## src/rtl/instruction_fetch_controller_pkg.sv

```systemverilog
// Shared FSM encodings and PC step for the instruction fetch controller.
// Latency: n/a (constants only). Backpressure: n/a.
package instruction_fetch_controller_pkg;

    localparam logic [2:0] IFC_IDLE  = 3'd0;
    localparam logic [2:0] IFC_FETCH = 3'd1;
    localparam logic [2:0] IFC_HOLD  = 3'd2;
    localparam logic [2:0] IFC_DROP  = 3'd3;
    localparam logic [2:0] IFC_LOAD  = 3'd4;
    localparam logic [2:0] IFC_HALT  = 3'd5;

    localparam logic [31:0] IFC_PC_STEP = 32'd4;

    function automatic logic ifc_aligned(input logic [1:0] low_bits);
        return low_bits == 2'b00;
    endfunction

endpackage

```

## src/rtl/instruction_fetch_controller.sv

```systemverilog
// Fetches one word at a time (single outstanding read), presents it to decode; IFC_BOOT_LOADER_EN adds a program-load write path.
// Latency: request registered one edge after IDLE decision; instruction valid the edge after imem_rvalid.
// Backpressure: holds if_pc/if_instr and issues no request while if_valid && !if_ready.
module instruction_fetch_controller
    import instruction_fetch_controller_pkg::*;
#(
    parameter logic [31:0] RESET_PC = 32'h0000_0000
) (
    input  logic        clk,
    input  logic        reset_n,
    output logic        imem_req,
    output logic [31:0] imem_addr,
    input  logic        imem_rvalid,
    input  logic [31:0] imem_rdata,
    output logic        imem_we,
    output logic [31:0] imem_wdata,
    output logic        if_valid,
    input  logic        if_ready,
    output logic [31:0] if_pc,
    output logic [31:0] if_instr,
    input  logic        redirect_valid,
    input  logic [31:0] redirect_pc,
    input  logic        load_req,
    input  logic [31:0] load_addr,
    input  logic [31:0] load_data,
    output logic        load_ack,
    output logic        fault
);

    logic [2:0]  state_q, state_d;
    logic [31:0] pc_q, pc_d;
    logic        if_valid_q, if_valid_d;
    logic [31:0] if_pc_q, if_pc_d;
    logic [31:0] if_instr_q, if_instr_d;
    logic        imem_req_q, imem_req_d;
    logic [31:0] imem_addr_q, imem_addr_d;
    logic        fault_q, fault_d;
    logic        halt_pend_q, halt_pend_d;
    logic        redir_ok, redir_bad;

`ifdef IFC_BOOT_LOADER_EN
    logic        imem_we_q, imem_we_d;
    logic [31:0] imem_wdata_q, imem_wdata_d;
    logic        load_ack_q, load_ack_d;
`endif

    assign redir_ok  = redirect_valid &&  ifc_aligned(redirect_pc[1:0]);
    assign redir_bad = redirect_valid && !ifc_aligned(redirect_pc[1:0]);

    always_comb begin
        state_d     = state_q;
        pc_d        = pc_q;
        if_valid_d  = if_valid_q;
        if_pc_d     = if_pc_q;
        if_instr_d  = if_instr_q;
        imem_req_d  = 1'b0;
        imem_addr_d = imem_addr_q;
        fault_d     = fault_q;
        halt_pend_d = halt_pend_q;
`ifdef IFC_BOOT_LOADER_EN
        imem_we_d    = 1'b0;
        imem_wdata_d = imem_wdata_q;
        load_ack_d   = 1'b0;
`endif
        case (state_q)
            IFC_IDLE: begin
                if (redir_bad) begin
                    fault_d = 1'b1;
                    state_d = IFC_HALT;
                end else if (redir_ok) begin
                    pc_d = redirect_pc;
`ifdef IFC_BOOT_LOADER_EN
                end else if (load_req) begin
                    imem_we_d    = 1'b1;
                    imem_addr_d  = load_addr;
                    imem_wdata_d = load_data;
                    load_ack_d   = 1'b1;
                    state_d      = IFC_LOAD;
`endif
                end else begin
                    imem_req_d  = 1'b1;
                    imem_addr_d = pc_q;
                    state_d     = IFC_FETCH;
                end
            end
            // A redirect coinciding with the returning word means nothing is left in flight.
            IFC_FETCH: begin
                if (redir_bad) begin
                    fault_d     = 1'b1;
                    halt_pend_d = !imem_rvalid;
                    state_d     = imem_rvalid ? IFC_HALT : IFC_DROP;
                end else if (redir_ok) begin
                    pc_d    = redirect_pc;
                    state_d = imem_rvalid ? IFC_IDLE : IFC_DROP;
                end else if (imem_rvalid) begin
                    if_instr_d = imem_rdata;
                    if_pc_d    = pc_q;
                    pc_d       = pc_q + IFC_PC_STEP;
                    if_valid_d = 1'b1;
                    state_d    = IFC_HOLD;
                end
            end
            IFC_HOLD: begin
                if (redir_bad) begin
                    fault_d    = 1'b1;
                    if_valid_d = 1'b0;
                    state_d    = IFC_HALT;
                end else if (redir_ok) begin
                    pc_d       = redirect_pc;
                    if_valid_d = 1'b0;
                    state_d    = IFC_IDLE;
                end else if (if_ready) begin
                    if_valid_d = 1'b0;
                    state_d    = IFC_IDLE;
                end
            end
            IFC_DROP: begin
                if (!halt_pend_q) begin
                    if (redir_bad) begin
                        fault_d     = 1'b1;
                        halt_pend_d = 1'b1;
                    end else if (redir_ok) begin
                        pc_d = redirect_pc;
                    end
                end
                if (imem_rvalid) begin
                    state_d = halt_pend_d ? IFC_HALT : IFC_IDLE;
                end
            end
            IFC_LOAD: begin
                state_d = IFC_IDLE;
                if (redir_bad) begin
                    fault_d = 1'b1;
                    state_d = IFC_HALT;
                end else if (redir_ok) begin
                    pc_d = redirect_pc;
                end
            end
            IFC_HALT: begin
                state_d = IFC_HALT;
            end
            default: state_d = IFC_IDLE;
        endcase
    end

    always_ff @(posedge clk or negedge reset_n) begin
        if (!reset_n) begin
            state_q     <= IFC_IDLE;
            pc_q        <= RESET_PC;
            if_valid_q  <= 1'b0;
            if_pc_q     <= RESET_PC;
            if_instr_q  <= 32'd0;
            imem_req_q  <= 1'b0;
            imem_addr_q <= 32'd0;
            fault_q     <= 1'b0;
            halt_pend_q <= 1'b0;
        end else begin
            state_q     <= state_d;
            pc_q        <= pc_d;
            if_valid_q  <= if_valid_d;
            if_pc_q     <= if_pc_d;
            if_instr_q  <= if_instr_d;
            imem_req_q  <= imem_req_d;
            imem_addr_q <= imem_addr_d;
            fault_q     <= fault_d;
            halt_pend_q <= halt_pend_d;
        end
    end

`ifdef IFC_BOOT_LOADER_EN
    always_ff @(posedge clk or negedge reset_n) begin
        if (!reset_n) begin
            imem_we_q    <= 1'b0;
            imem_wdata_q <= 32'd0;
            load_ack_q   <= 1'b0;
        end else begin
            imem_we_q    <= imem_we_d;
            imem_wdata_q <= imem_wdata_d;
            load_ack_q   <= load_ack_d;
        end
    end

    assign imem_we    = imem_we_q;
    assign imem_wdata = imem_wdata_q;
    assign load_ack   = load_ack_q;
`else
    logic unused_load;
    assign unused_load = ^{load_req, load_addr, load_data};

    assign imem_we    = 1'b0;
    assign imem_wdata = 32'd0;
    assign load_ack   = 1'b0;
`endif

    assign imem_req  = imem_req_q;
    assign imem_addr = imem_addr_q;
    assign if_valid  = if_valid_q;
    assign if_pc     = if_pc_q;
    assign if_instr  = if_instr_q;
    assign fault     = fault_q;

endmodule

```

## config.mk

```make
export PLATFORM = sky130hd
export DESIGN_NAME = instruction_fetch_controller
export DESIGN_NICKNAME = d
export VERILOG_FILES = /design/src/rtl/instruction_fetch_controller_pkg.sv /design/src/rtl/instruction_fetch_controller.sv
export SDC_FILE = /design/constraint.sdc
export NUM_CORES = 1
export LEC_CHECK = 0
export CORE_UTILIZATION = 43
export CTS_CLUSTER_DIAMETER = 40
export DETAILED_ROUTE_END_ITERATION = 7
export PLACE_DENSITY = 0.87
export SLEW_MARGIN = 25
export SYNTH_ARGS = -nofsm -noshare
export SYNTH_HDL_FRONTEND = slang
export SYNTH_SLANG_ARGS = --single-unit
```

## constraint.sdc

```tcl
create_clock -name clk -period 2.45 [get_ports clk]
set_clock_uncertainty 0.05 [all_clocks]
set_input_delay 0.3675 -clock clk [delete_from_list [all_inputs] [get_ports clk]]
set_output_delay 0.3675 -clock clk [all_outputs]
set_load 0.02 [all_outputs]
```

==> reports/results.ini <==
[status]
outcome = finished, final reports clean

[worst_setup_path]
critical_path_class = reg2reg
worstPathRequired_ns = 2.74
critPathLaunchType = flop
r2r_start = pc_q[3]
cp-end-kind = flop
cp_data_arrival_time_ns = 2.37
critPathLaunch = pc_q[3]
cp_max_fo = 7

[power_and_ir_drop]
power_density_mw_per_mm2 = 1460
seqPwrFrac_pct = 32.1
p_leak_nw = 3.68
p_int_w = 0.00817
clock_power_share_pct = 22.8
p_switching_w = 0.00469
p_comb_share_pct = 45.2
peakVddDrop_mv = 0.881
netSwitchingFraction_pct = 36.5

[detailed_routing]
dr_wl_met2_mm = 7.36
drtIter0Drc = 355
highest_layer = met4
detail_route.vias_per_cell = 5.35
ant_nets = 0
wl_mm = 15.1
routedWlPerCell_um = 16.7
num_vias = 4853
met3_length_mm = 1.13
dr.pass1.iters = 6
drc = 0
wl_met1_mm = 6.23

[timing]
tns_ns = 0
tightest_slew_ns = 0.563
slew_headroom_pct = 62.2
hold_viol = 0
period_share_pct = 85.1
min_period_ns = 2.09
drv_slew = 0
fmax_mhz = 480
rsz0062_at_grt = false
holdWs_ns = 0.395
setup_violations = 0

[floorplanning]
die_y_um = 124
io_pins = 267
fp.dieArea_mm2 = 0.0153
core_area_mm2 = 0.0145
start_util_pct = 43.8
fp.dieW_um = 124
row_count = 44

[placed_design]
numPortBuffers = 167
place.gp.congestion = 0.866
dp_hpwl_mm = 10.6

[global_routing]
grt-ovfl-total = 0
grt_max_degree = 54
grt_usage_pct = 21.0
grt_first_pass_wirelength_mm = 24.2
antenna_found_initial = 0
grt_pass1_vias = 4710

[cells_and_area]
diodes = 0
fill_cells = 1143
layout-drive-gt1-share_pct = 22.5
register_area_mm2 = 0.00338
final_nets = 845
area_delta_synth_final_pct = 39.1
multi_input_area_mm2 = 0.00259

[synth]
yosys.area.top_type = dfrtp_1
ys_types = 52
yosys.area_share.adder_pct = 0.197
ys_seq_area_share_pct = 53.2
synth_compound_area_share_pct = 12.1
async_flop_share_pct = 100
ys_ff_latch = 135
synth_cells = 536
synth_edf_count = 0
synth.area.mux_share_pct = 16.8
synth_area_leaders = dfrtp_1, mux2_2, buf_4, a21oi_1, o21ai_0
synth_top_area_share_pct = 53.2
syn_area_per_cell_um2 = 11.8
yosysWarnings = 0
synth_xor_area_share_pct = 0
yosys.area_share.simple_pct = 9.50
ys.flop_type = dfrtp_1
synth_area_mm2 = 0.00635
synth_top_family_by_area = multiplexers

[cts]
numCtsBuffers = 17
cts.sinks = 135
htreeDepth = 4
cts_setup_buffers = 0
cts_buffer_depth = 2
cts_root_buffer = clkbuf_16
clk_latency_ns = 0.41
cts_tree = yes
cts.clk_slew.worst_paths_ns = 0.06

[run]
drv_cap = 0

[hold_path]
hold_class = in2async

## metrics by stage
stage          total power (W)  setup slack (ns)  cell area [um^2]  utilization, %  cells
3_5_place_dp           0.00997            0.0826              8140            56.2    874
2_1_floorplan          0.00756             0.618              6470               -    569
4_1_cts                 0.0130             0.375              8830            61.0    907
5_1_grt                 0.0136             0.219              8830            61.0    907
6_report                0.0129             0.365              8830            61.0    907
3_3_place_gp           0.00976             0.135              8140            56.2    874
## cell type report
cell class                      instances  area share (%)
Clock buffer                           21            5.21
Clock inverter                         11            2.48
Inverter                                4           0.170
Multi-Input combinational cell        358            29.3
Sequential cell                       135            38.3
Tap cell                              184            2.61
Timing Repair Buffer                  194            22.0
## state kept, by name, indices dropped and copies added, names as in the netlist
signal       flops
if_instr        32
if_pc           32
imem_addr       32
pc_q            32
state_q          3
fault            1
halt_pend_q      1
if_valid         1
imem_req         1
## Yosys cell counts, types with 4 or more instances
master	n
a21oi_1	36
a2bb2oi_1	11
buf_2	20
buf_4	39
buf_6	8
clkbuf_1	4
dfrtp_1	135
inv_1	4
mux2_2	93
nand2_1	27
nand2b_1	4
nand3_1	20
nand4_1	9
nor2_1	16
nor2b_1	5
nor3_1	4
o21ai_0	26
o21ai_1	4
o22ai_1	13
## logic make-up after synthesis
logic type	count (synthesis)
DFF	135
muxes	95
AOI/OAI and AO/OA	121
buffers and inverters	76
and+or+nand+nor	107
other	1
adders and majority gates	1
## layout by cell type, fill, tap and decap left out, types with 4 or more instances in the layout
cell type,Yosys,final
clkdlybuf4s50_1,0,166
dfrtp_1,135,135
mux2_2,93,93
a21oi_1,36,36
conb_1,1,34
nand2_1,27,27
o21ai_0,26,26
buf_4,39,21
nand3_1,20,20
clkbuf_16,0,17
nor2_1,16,16
o22ai_1,13,13
a2bb2oi_1,11,11
nand4_1,9,9
bufinv_16,0,6
nor2b_1,5,5
buf_12,0,5
inv_1,4,4
nand2b_1,4,4
nor3_1,4,4
o21ai_1,4,4
## critical path, cell delays in order (launching register included)
cell and delay, ns:
dfrtp_1 0.46, ha_1 0.27, nand4_2 0.23, nor3_2 0.35
buf_4 0.21, nand3_1 0.13, a21oi_2 0.16, a2bb2oi_1 0.16
## timing repair
action | 4_1_cts | 5_1_grt
hold buffers | 1 | 0
hold endpoints to repair | 41 | 0
resized for setup | 0 | 0
## power by group through the flow
stage	Clock [W]	Combinational, W	Sequential, W
final	0.00293	0.00581	0.00412
after global routing	0.00308	0.00622	0.00428
after CTS	0.00298	0.00585	0.00412
after detailed placement	0	0.00582	0.00415
after global placement	0	0.00567	0.00408
after floorplan	0	0.00273	0.00484
## final timing paths
kind / end / slack [ns] / cells past startpoint
max in group asynchronous: if_instr[10] / 1.29 / 3
min: if_instr[27] / 0.39 / 2
min reg2reg: fault / 0.43 / 1
max reg2reg: pc_q[22] / 0.36 / 7
min in group clk: fault / 0.43 / 1
max: pc_q[22] / 0.36 / 7
## per-layer routing
metal | track usage, % | vias to the layer above
li1 | - | 2233
met1 | 25.6 | 2363
met2 | 33.9 | 227
met3 | 6.60 | 30
met4 | 9.64 | 0
met5 | 0 | -
No activity file was read; power rests on OpenSTA's default activity.
